### src/rtl/op_entry_sequencer_pkg.sv
// Shared definitions for op_entry_sequencer: 7-seg character codes and the
// sequencer state encoding. The testbench imports this package as well, so
// display expectations are written with the same names as the RTL uses.
package op_entry_sequencer_pkg;

    // 5-bit character codes understood by the 7-seg scanner.
    // Codes 0x00..0x0F are the hex digits themselves (identity mapping).
    localparam logic [4:0] CHAR_0     = 5'h00;
    localparam logic [4:0] CHAR_A     = 5'h0A;
    localparam logic [4:0] CHAR_C     = 5'h0C;
    localparam logic [4:0] CHAR_D     = 5'h0D;
    localparam logic [4:0] CHAR_E     = 5'h0E;
    localparam logic [4:0] CHAR_F     = 5'h0F;
    localparam logic [4:0] CHAR_N     = 5'h10;
    localparam logic [4:0] CHAR_R     = 5'h11;
    localparam logic [4:0] CHAR_L     = 5'h12;
    localparam logic [4:0] CHAR_H     = 5'h13;
    localparam logic [4:0] CHAR_BLANK = 5'h14;
    localparam logic [4:0] CHAR_I     = 5'h15;

    typedef enum logic [2:0] {
        S_OFF    = 3'd0,
        S_LOAD   = 3'd1,
        S_CONF   = 3'd2,
        S_EXEC   = 3'd3,
        S_RESULT = 3'd4,
        S_ERR    = 3'd5,
        S_READY  = 3'd6
    } state_e;

endpackage

### src/rtl/op_entry_sequencer.sv
// op_entry_sequencer: front-panel sequencer between debounced buttons /
// switches and an ALU core plus 7-seg scanner. Operands are entered through
// the switches one SW_W chunk at a time (high chunk first), then a
// configuration word is captured, the ALU is started and the result is paged
// onto the LEDs and display. A back button steps to the previous chunk and a
// timer aborts to an error state if the ALU never answers.
//
// Ports:
//   clk, rst_n          clock, async active-low reset
//   btn_next, btn_back  1-cycle button pulses (both together are ignored)
//   sw                  data chunk / configuration / result page select
//   alu_done,alu_result ALU handshake, honoured only while busy
//   ops                 operand bus, operand A in the LSBs
//   conf                captured configuration
//   alu_start           1-cycle start pulse on the first EXEC cycle
//   led                 selected result page in RESULT, else 0
//   disp                {d3,d2,d1,d0} 5-bit character codes
//   show_result, busy   state indicators (RESULT, EXEC)
module op_entry_sequencer
    import op_entry_sequencer_pkg::*;
#(
    parameter int DATA_W  = 32,
    parameter int SW_W    = 16,
    parameter int N_OPS   = 2,
    parameter int CONF_W  = 4,
    parameter int TIMEOUT = 1024
) (
    input  logic                    clk,
    input  logic                    rst_n,
    input  logic                    btn_next,
    input  logic                    btn_back,
    input  logic [SW_W-1:0]         sw,
    input  logic                    alu_done,
    input  logic [DATA_W-1:0]       alu_result,
    output logic [N_OPS*DATA_W-1:0] ops,
    output logic [CONF_W-1:0]       conf,
    output logic                    alu_start,
    output logic [SW_W-1:0]         led,
    output logic [19:0]             disp,
    output logic                    show_result,
    output logic                    busy
);

    localparam int CHUNKS = DATA_W / SW_W;
    localparam int PAGE_W = (CHUNKS > 1) ? $clog2(CHUNKS) : 1;
    localparam int OP_W   = (N_OPS > 1) ? $clog2(N_OPS) : 1;
    localparam int TMR_W  = $clog2(TIMEOUT + 1);

    localparam logic [PAGE_W-1:0] TOP_CHUNK = PAGE_W'(CHUNKS - 1);
    localparam logic [OP_W-1:0]   LAST_OP   = OP_W'(N_OPS - 1);
    localparam logic [TMR_W-1:0]  TMR_LAST  = TMR_W'(TIMEOUT - 1);

    state_e                    state_q, state_d;
    logic [N_OPS*DATA_W-1:0]   ops_q, ops_d;
    logic [CONF_W-1:0]         conf_q, conf_d;
    logic [DATA_W-1:0]         result_q, result_d;
    logic [PAGE_W-1:0]         chunk_q, chunk_d;
    logic [OP_W-1:0]           op_q, op_d;
    logic [TMR_W-1:0]          timer_q, timer_d;
    logic                      alu_start_q, alu_start_d;
    logic [PAGE_W-1:0]         page_q, page_d;

    logic                      go_next, go_back;
    logic [PAGE_W-1:0]         page_sel;
    logic [SW_W-1:0]           page_data;
    logic [15:0]               page_nib;
    logic [4:0]                load_tag;

    // A simultaneous next+back is treated as no press at all.
    assign go_next  = btn_next & ~btn_back;
    assign go_back  = btn_back & ~btn_next;
    assign page_sel = sw[SW_W-1 -: PAGE_W];

    always_ff @(posedge clk or negedge rst_n) begin
        if (!rst_n) begin
            state_q     <= S_OFF;
            ops_q       <= '0;
            conf_q      <= '0;
            result_q    <= '0;
            chunk_q     <= '0;
            op_q        <= '0;
            timer_q     <= '0;
            alu_start_q <= 1'b0;
            page_q      <= '0;
        end else begin
            state_q     <= state_d;
            ops_q       <= ops_d;
            conf_q      <= conf_d;
            result_q    <= result_d;
            chunk_q     <= chunk_d;
            op_q        <= op_d;
            timer_q     <= timer_d;
            alu_start_q <= alu_start_d;
            page_q      <= page_d;
        end
    end

    always_comb begin
        state_d     = state_q;
        ops_d       = ops_q;
        conf_d      = conf_q;
        result_d    = result_q;
        chunk_d     = chunk_q;
        op_d        = op_q;
        timer_d     = timer_q;
        alu_start_d = 1'b0;
        // Page select is registered every cycle so led/disp stay register-driven;
        // out-of-range pages clamp to the top chunk.
        page_d      = (int'(page_sel) > CHUNKS - 1) ? TOP_CHUNK : page_sel;

        case (state_q)
            S_OFF, S_READY: begin
                if (go_next) begin
                    state_d = S_LOAD;
                    op_d    = '0;
                    chunk_d = TOP_CHUNK;
                end
            end
            S_LOAD: begin
                if (go_next) begin
                    ops_d[int'(op_q)*DATA_W + int'(chunk_q)*SW_W +: SW_W] = sw;
                    if (chunk_q != '0) begin
                        chunk_d = chunk_q - 1'b1;
                    end else if (op_q != LAST_OP) begin
                        op_d    = op_q + 1'b1;
                        chunk_d = TOP_CHUNK;
                    end else begin
                        state_d = S_CONF;
                    end
                end else if (go_back) begin
                    // Entry runs high-to-low, so "previous" is the next higher chunk.
                    if (chunk_q != TOP_CHUNK) begin
                        chunk_d = chunk_q + 1'b1;
                    end else if (op_q != '0) begin
                        op_d    = op_q - 1'b1;
                        chunk_d = '0;
                    end
                end
            end
            S_CONF: begin
                if (go_next) begin
                    conf_d      = sw[CONF_W-1:0];
                    timer_d     = '0;
                    alu_start_d = 1'b1;
                    state_d     = S_EXEC;
                end else if (go_back) begin
                    state_d = S_LOAD;
                    op_d    = LAST_OP;
                    chunk_d = '0;
                end
            end
            S_EXEC: begin
                // A done arriving on the timeout cycle still counts as success.
                if (alu_done) begin
                    result_d = alu_result;
                    state_d  = S_RESULT;
                end else if (timer_q == TMR_LAST) begin
                    state_d = S_ERR;
                end else begin
                    timer_d = timer_q + 1'b1;
                end
            end
            S_RESULT, S_ERR: begin
                if (go_next) state_d = S_READY;
            end
            default: state_d = S_OFF;
        endcase
    end

    assign page_data = result_q[int'(page_q)*SW_W +: SW_W];
    assign page_nib  = 16'(page_data);
    assign load_tag  = (CHUNKS == 2) ? (chunk_q[0] ? CHAR_H : CHAR_L) : 5'(chunk_q);

    always_comb begin
        led         = '0;
        show_result = 1'b0;
        disp        = {4{CHAR_BLANK}};
        case (state_q)
            S_OFF:    disp = {CHAR_0, CHAR_F, CHAR_F, CHAR_BLANK};
            S_LOAD:   disp = {CHAR_L, CHAR_D, CHAR_A + 5'(op_q), load_tag};
            S_CONF:   disp = {CHAR_C, CHAR_0, CHAR_N, CHAR_F};
            S_RESULT: begin
                show_result = 1'b1;
                led         = page_data;
                disp        = {1'b0, page_nib[15:12], 1'b0, page_nib[11:8],
                               1'b0, page_nib[7:4],   1'b0, page_nib[3:0]};
            end
            S_ERR:    disp = {CHAR_E, CHAR_R, CHAR_R, CHAR_BLANK};
            default:  disp = {4{CHAR_BLANK}};
        endcase
    end

    assign ops       = ops_q;
    assign conf      = conf_q;
    assign alu_start = alu_start_q;
    assign busy      = (state_q == S_EXEC);

endmodule

### config.mk
export PLATFORM = sky130hd
export DESIGN_NAME = op_entry_sequencer
export DESIGN_NICKNAME = d
export VERILOG_FILES = /design/src/rtl/op_entry_sequencer_pkg.sv /design/src/rtl/op_entry_sequencer.sv
export SDC_FILE = /design/constraint.sdc
export NUM_CORES = 1
export LEC_CHECK = 0
export CORE_UTILIZATION = 47
export DETAILED_ROUTE_END_ITERATION = 6
export GPL_ROUTABILITY_DRIVEN = 0
export GPL_TIMING_DRIVEN = 0
export PLACE_DENSITY = 0.89
export SETUP_SLACK_MARGIN = 0.5
export SLEW_MARGIN = 10
export SYNTH_ARGS = -nofsm -noshare
export SYNTH_HDL_FRONTEND = slang
export SYNTH_SLANG_ARGS = --single-unit
### constraint.sdc
create_clock -name clk -period 2.3 [get_ports clk]
set_clock_uncertainty 0.2 [all_clocks]
set_input_delay 0.46 -clock clk [delete_from_list [all_inputs] [get_ports clk]]
set_output_delay 0.46 -clock clk [all_outputs]
set_load 0.05 [all_outputs]
* Word level (Yosys, flattened, before mapping)
Cells that the tools add are included.
** Cells by class
- $mul :: 0
- Divide/modulo/power cells :: 0
- Bitwise gates (word level) :: 4
- Shift operators :: 3
- Multiplexer cells :: 40
- Reduce and logical (&&, ||, !) cells :: 12
- $lt $le $gt $ge :: 0
- Equal/unequal tests :: 22
- Add/subtract/negate cells :: 8
** Operator list (number)
- $pmux 20 s5 :: 1
- $bwmux 64 :: 1
- $shift 16x33->64 const A :: 1
- $shiftx 16x33->64 :: 1
- $mux 11 :: 3
- $neg 7->33 :: 1
- $shiftx 32x6->16 :: 1
- $mux 3 :: 9
- $pmux 11 s2 :: 1
- $mux 1 :: 21
- $ne 2x2->1 const B :: 10
- $mux 16 :: 1
- $pmux 3 s5 :: 1
- $reduce_and 7->1 :: 2
- $ne 3x3->1 const B :: 4
- $add 11x1->11 const B :: 1
- $eq 11x10->1 const B :: 1
- $eq 3x3->1 const B :: 3
- $add 6x5->7 :: 1
- $eq 3x2->1 const B :: 2
- $pmux 1 s3 :: 2
- $reduce_and 2->1 :: 3
- $add 4x1->5 const A :: 1
- $reduce_and 5->1 :: 1
- 11 further kinds :: 16
** Word-level totals
- Bits in writable memories :: 0
- Bits in latches :: 0
- Memories :: 0
- Output and inout port bits :: 107
- Register bits after elaboration :: 118
- Logic and storage cells :: 98
- Bits in read-only memories :: 0

* Logic depth before layout (Yosys ltp)
Gate-level depths: netlist (run 1).
- Depth after elaboration :: 6
- Mapped depth :: 8

* Worst setup path before layout (run 1)
OpenSTA, ideal clock, no wires.
- Path type :: register to output
- Start :: register state_q[2]
- End :: output port disp[5]
- Data required time :: 1640 ps
- Arrival time :: 2115 ps
- Path slack :: -475 ps
- Path buffers :: 2
- Cell stages (with the launch flop) :: 5
- Cell sequence :: dfrtp_1 -> buf_2 -> clkbuf_1 -> nor2b_1 -> o32ai_1
** Between the ends
- Longest elaborated chain between the ends :: 2
- Elaborated cells between the ends (all ways) :: 6
- Those cells by class :: 4 x eq/ne; 1 x mux; 1 x reduce/logical
** RTL lines
- from (decl) :: RTL line op_entry_sequencer.sv:53 : state_e state_q, state_d;
- from (signal assigned) :: RTL line op_entry_sequencer.sv:86 : state_q <= state_d;
- $eq 3x3->1, or another cell as far along :: RTL line op_entry_sequencer.sv:178 : case (state_q)
- $pmux 20 s5 (*) :: RTL line op_entry_sequencer.sv:178
- to (decl) :: RTL line op_entry_sequencer.sv:39 : output logic [19:0] disp,
Every way passes the cells marked *; elsewhere a longest branch is shown, timed or not.

* Final worst setup path (run 1)
- Start :: register state_q[0]
- End :: output port disp[7]
Same word-level chain as after synthesis.

==> flow_summary.yaml, run 1 <==
run_status:
  outcome: "finished with violations"
  violations: "setup timing"
setup_path:
  slowest_stage: "dfrtp_1"
  cp.arrival_ps: 1920
  crit_start: "state_q[0]"
  worst_setup_path_end_kind: "primary output"
  r2r-start: "state_q[2]"
  max_stage_delay_ps: 400
  reg2reg_depth: 11
  path_cells: "buf_6 > nor2_4 > nand2_4 > buf_12 > buf_8 > o22ai_4 > buf_8"
  path_common_cell: "buf_8"
  worstSetupPathType: "reg -> out"
  path_max_fanout: 7
  cp_data_required_time_ps: 1640
  cp-start-kind: "flop"
pwr:
  p_int_mw: 8.15
  power_leakage_nw: 4.86
  sw_frac_of_total_pct: 45.7
  p_per_area_nw_per_um2: 1440
  p_seq_share_pct: 21.9
  peakVddDrop_uv: 1400
  p_comb_share_pct: 59.7
  clockPowerShare_pct: 18.4
  switchingPower_mw: 6.87
die:
  die_w_um: 109
  die_h_um: 109
  rows: 38
  core_sq_um: 11000
  io_pins: 160
  start_util_pct: 49.0
  die_area_sq_um: 11900
global_routing:
  grt_use_total_pct: 37.8
  grt_start_max_net_pins: 74
  grt_pass1_vias: 5730
  antenna_found_initial: 0
  grt_pass1_wl_um: 32200
  grt-ovfl-total: 0
sta:
  rsz0062_at_grt: "true"
  finalSetupViolations: 57
  max_slew.worst_pin.slew_ps: 562
  setup_ws_ps: -283
  relSlewSlack_pct: 62.2
  final_max_slew_viol_count: 0
  fmax_mhz: 387
  finalHoldWorstSlack_ps: 303
  period_needed_ps: 2580
  period_share_pct: 112
  hold_viol_final: 0
synth:
  netlist_instances: 470
  synth_flop_cell: "dfrtp_1"
  synth_nets: 532
  ys_ff_latch: 118
  synth_top_area_share_pct: 54.9
  syn_area_sq_um: 5380
  synth-edff-count: 0
  avgSynthCellArea_sq_um: 11.4
  synth_area_leaders: "dfrtp_1 55%, mux2_2 7.5%, a22o_1 7.3%"
  synth.distinct_cells: 54
  ys_warn_count: 0
  ys_seq_area_share_pct: 54.9
  synth_area_leader_cell: "dfrtp_1"
  ys_async_sr_fraction_pct: 100
clocking:
  insertion_delay_ps: 440
  cts_sinks: 118
  cts_buffer_depth: 2
  cts_tree: "built"
  cts.reportedPaths.clkPinSlew_ps: 60
  htreeDepth: 4
  clockRootBuffer: "clkbuf_16"
  cts_buffers: 17
cells_and_area:
  syn_to_final_growth_pct: 93.7
  instances_no_fill: 911
  diodes: 0
  layout_commonest_cell: "dfrtp_1"
  drive_above_1_share_pct: 60.4
  design_area_sq_um: 10400
  nets: 820
  layout_common_cells: "115 x dfrtp_1, 70 x buf_6, 63 x buf_2, 49 x clkdlybuf4s50_1, 46 x buf_4"
placement:
  place_inst: 770
  post_dp_cell_area_sq_um: 7860
  port_buffers: 159
  dp_slack_ps: -724
  hpwl_um: 11500
route:
  dr.pass1.iters: 6
  ant_nets: 0
  drt-vias-per-instance: 6.86
  routed_wirelength_um: 29700
  vias: 6254
  routedWlPerCell_um: 32.6
  remaining_drc_errors: 0
  drtIter0Drc: 889
min_path:
  hp-class: "reg -> reg"
  hold_depth: 1
  hp-start: "ops[27]"
job:
  maxCapViolCount: 0
## kinds of logic (layout without fill, tap and decap cells)
logic type | after synthesis | in the layout | share of synthesized area (%)
compound gates | 123 | 123 | 16.9
fa+ha+maj | 9 | 9 | 2.09
buf+inv | 35 | 336 | 3.07
flops | 118 | 118 | 54.9
mux | 54 | 54 | 10.9
simple gates | 131 | 131 | 12.2
## area by class of cell
| type | instances | area, sq um |
|---|---|---|
| plain buffers | 27 | 445 |
| multi-input cells | 317 | 3520 |
| flip-flops and latches | 118 | 2960 |
| clock buffers | 20 | 467 |
| well taps | 140 | 175 |
| clock inverters | 12 | 126 |
| inverters | 8 | 70.1 |
| fillers | 244 | 559 |
| repair buffers | 269 | 2670 |
## through the flow
stage / power (mW) / TNS, ps / utilization (%)
2_1_floorplan: 7.52 / 0 / -
3_3_place_gp: 9.09 / -491830 / 71.3
3_5_place_dp: 9.25 / -51990 / 71.6
4_1_cts: 13.1 / -3360 / 84.7
5_1_grt: 15.3 / -10450 / 94.9
6_report: 15.0 / -9120 / 94.9
## flip-flops by register name, summed over array words and instances (netlist names)
register   count
conf           4
chunk_q        1
alu_start      1
op_q           1
timer_q       11
ops           64
state_q        3
result_q      32
page_q         1
## power by group through the flow
stage          sequential, mW  combinational [mW]  clock [mW]
3_3_place_gp             3.02                6.07           0
2_1_floorplan            3.82                3.69           0
5_1_grt                  3.30                9.12        2.84
3_5_place_dp             3.07                6.19           0
6_report                 3.29                8.97        2.77
4_1_cts                  3.12                7.31        2.65
## critical path, delay by kind of cell, from the launching register on
| kind | cells | cell delay, ps |
|---|---|---|
| simple gates | 2 | 260 |
| compound gates | 1 | 190 |
| flops | 1 | 400 |
| buf+inv | 4 | 630 |
## cells in the mapped netlist, types with 2 or more instances
| cell | number |
|---|---|
| dfrtp_1 | 118 |
| a21boi_0 | 2 |
| nor2b_1 | 6 |
| mux2i_1 | 17 |
| clkbuf_1 | 9 |
| and3_1 | 2 |
| nand2_2 | 3 |
| buf_2 | 9 |
| inv_1 | 7 |
| buf_4 | 4 |
| o21a_1 | 4 |
| a211o_1 | 3 |
| nand2_1 | 52 |
| nand3_1 | 10 |
| o21bai_1 | 2 |
| ha_1 | 9 |
| nor2_1 | 33 |
| a21oi_1 | 10 |
| o21ai_0 | 26 |
| mux2_2 | 36 |
| o31ai_1 | 10 |
| nand2b_1 | 7 |
| a22o_1 | 45 |
| o22ai_1 | 8 |
| o211ai_1 | 2 |
| o32ai_1 | 2 |
| nor3_1 | 4 |
| buf_1 | 4 |
## timing repair
item,4_1_cts,5_1_grt
cloned,10,6
endpoints found under the hold margin,45,0
hold buffers,1,0
pin swaps,23,41
resized for setup,730,203
buffers inserted,50,42
setup endpoints to repair,222,153
## final timing paths
| kind | endpoint | slack [ps] |
|---|---|---|
| worst min-delay path | ops[27] | 300 |
| min in group asynchronous | result_q[0] | 330 |
| worst max-delay path | disp[7] | -280 |
| worst max register to register | ops[8] | -210 |
| worst min register to register | ops[27] | 300 |
| max in group asynchronous | result_q[7] | 830 |
## per-layer routing
layer / wire, um / GRT usage (%) / vias up
met5: 0 / 0 / -
met4: 2950 / 22.4 / 0
met3: 3640 / 13.7 / 266
met2: 13900 / 65.4 / 692
met1: 9250 / 39.0 / 2994
li1: - / - / 2302
Power figures use the tool's default switching activity.
==> inputs of run 2 (changes only) <==
Settings changed: GPL_TIMING_DRIVEN 0 to unset.
Clock period 2.3 ns to 2.6 ns, I/O delays scaled along.
==> run 2 against run 1 <==
Effect of this change: the run ends with DRC, setup timing left; first-iteration DRC count fell by 11%; count of clock-buffer cells in the layout fell by 1; routed wire length fell by 7.8%; non-clock buffer count fell by 34; sequential cell count did not move; worst setup slack improved by 270 ps; critical path type unchanged; largest cell class unchanged; largest power group unchanged.
==> flow_summary.yaml, run 2 (synthesis gave the netlist of run 1 again) <==
global_routing:
  grt_pass1_wl_um: 33300
  grt_pass1_vias: 5654
  antenna_found_initial: 1
  grt_start_max_net_pins: 47
  grt-ovfl-total: 0
  grt_use_total_pct: 38.9
pwr:
  peakVddDrop_uv: 1060
  total_power_mw: 12.8
  p_per_area_nw_per_um2: 1240
  power_leakage_nw: 4.69
setup_path:
  cp_data_required_time_ps: 1880
  path_cells: "buf_6 > clkinvlp_4 > nor2_4 > nor2_2 > o22ai_4 > buf_12"
  worstSetupPathType: "reg -> out"
  path_max_fanout: 5
  cp-start-kind: "flop"
  worst_setup_path_end_kind: "primary output"
  cp.arrival_ps: 1890
  path_buf_inv: 3
  crit_family: "flip-flops"
  max_stage_delay_ps: 490
  slowest_stage: "dfrtp_2"
cells_and_area:
  syn_to_final_growth_pct: 92.1
  layout_common_cells: "113 x dfrtp_1, 66 x dlygate4sd2_1, 50 x buf_12, 49 x clkdlybuf4s50_1, 44 x a22o_1"
  layout_commonest_cell: "dfrtp_1"
  final_core_util_pct: 94.1
  fill_cells: 286
  largest_reg_flops: 64
  diodes: 0
  drive_above_1_share_pct: 48.6
  nets: 786
clocking:
  cts.reportedPaths.clkPinSlew_ps: 60
  clockRootBuffer: "clkbuf_16"
  htreeDepth: 4
  cts_sinks: 118
  cts_buffer_depth: 2
  insertion_delay_ps: 430
  cts_buffers: 17
  cts_tree: "built"
route:
  ant_nets: 0
  route.met3.wl_um: 2420
  top_layer: "met5"
  dr.pass1.iters: 7
  remaining_drc_errors: 6
  wl_met2_um: 13400
  vias: 5916
  met1_length_um: 9330
  drt-vias-per-instance: 6.75
  drtIter0Drc: 789
  routed_wirelength_um: 27400
  routedWlPerCell_um: 31.2
sta:
  hold_viol_final: 0
  final_max_slew_viol_count: 0
  setup_ws_ps: -14.7
  relSlewSlack_pct: 59.7
  max_slew.worst_pin.slew_ps: 605
  rsz0062_at_grt: "true"
  finalSetupViolations: 2
  period_share_pct: 101
  period_needed_ps: 2610
  fmax_mhz: 382
  finalHoldWorstSlack_ps: 292
  final.setup.tns_ps: -19.9
min_path:
  hp-class: "reg -> reg"
placement:
  hpwl_um: 11500
  port_buffers: 159
run_status:
  outcome: "finished with violations"
  violations: "DRC, setup timing"
die:
  start_util_pct: 49.0
  io_pins: 160
  die_area_sq_um: 11900
  core_sq_um: 11000
  rows: 38
  die_h_um: 109
  die_w_um: 109
job:
  maxCapViolCount: 0
run 2: worst register-to-register path: stages, from the launching register on:
cell,delay [ps]
dfrtp_2,460
inv_1,130
ha_1,360
nor2b_2,240
nand2b_1,260
nor3_4,280
buf_6,160
buf_12,130
a22o_1,170
run 2: worst paths after layout:
path | startpoint | endpoint | slack [ps] | cells past startpoint
worst max-delay path | state_q[1] | disp[1] | -10 | 6
worst max register to register | op_q | ops[45] | 130 | 8
worst min register to register | timer_q[10] | timer_q[10] | 290 | 1
worst min-delay path | timer_q[10] | timer_q[10] | 290 | 1
min in group asynchronous | rst_n | ops[44] | 430 | 2
max in group asynchronous | rst_n | page_q | 870 | 3
run 2: layer usage:
metal	up-vias	global-route usage (%)
li1	2249	-
met2	539	67.7
met1	2927	43.2
met4	2	19.8
met3	199	11.1
met5	-	0
run 2: layout make-up:
| class | count | area [sq um] | share of cell area, % |
|---|---|---|---|
| Timing Repair Buffer | 262 | 3210 | 31.1 |
| Clock inverter | 13 | 158 | 1.52 |
| Tap cell | 140 | 175 | 1.69 |
| Sequential cell | 118 | 2960 | 28.6 |
| Multi-Input combinational cell | 317 | 3350 | 32.4 |
| Inverter | 8 | 52.6 | 0.508 |
| Clock buffer | 19 | 433 | 4.19 |
run 2: power breakdown:
part	switching (mW)	leakage (nW)	internal, mW
Clock	0.961	0.279	1.50
Sequential	0.597	1.56	2.35
Combinational	4.25	2.86	3.17
run 2: stage by stage:
stage | area, sq um | std cells | setup slack [ps]
2_1_floorplan | 5830 | 470 | 432
3_3_place_gp | 8100 | 775 | -161
3_5_place_dp | 8100 | 775 | -196
4_1_cts | 9500 | 846 | 111
5_1_grt | 10300 | 877 | -70.3
6_report | 10300 | 877 | -14.7
run 2: repair_timing:
item | in CTS | in global routing
pin swaps | 28 | 43
hold endpoints to repair | 44 | 0
setup endpoints to repair | 213 | 154
gates cloned | 6 | 9
gates resized for setup | 181 | 132
buffers inserted | 32 | 22
hold buffers | 1 | 0
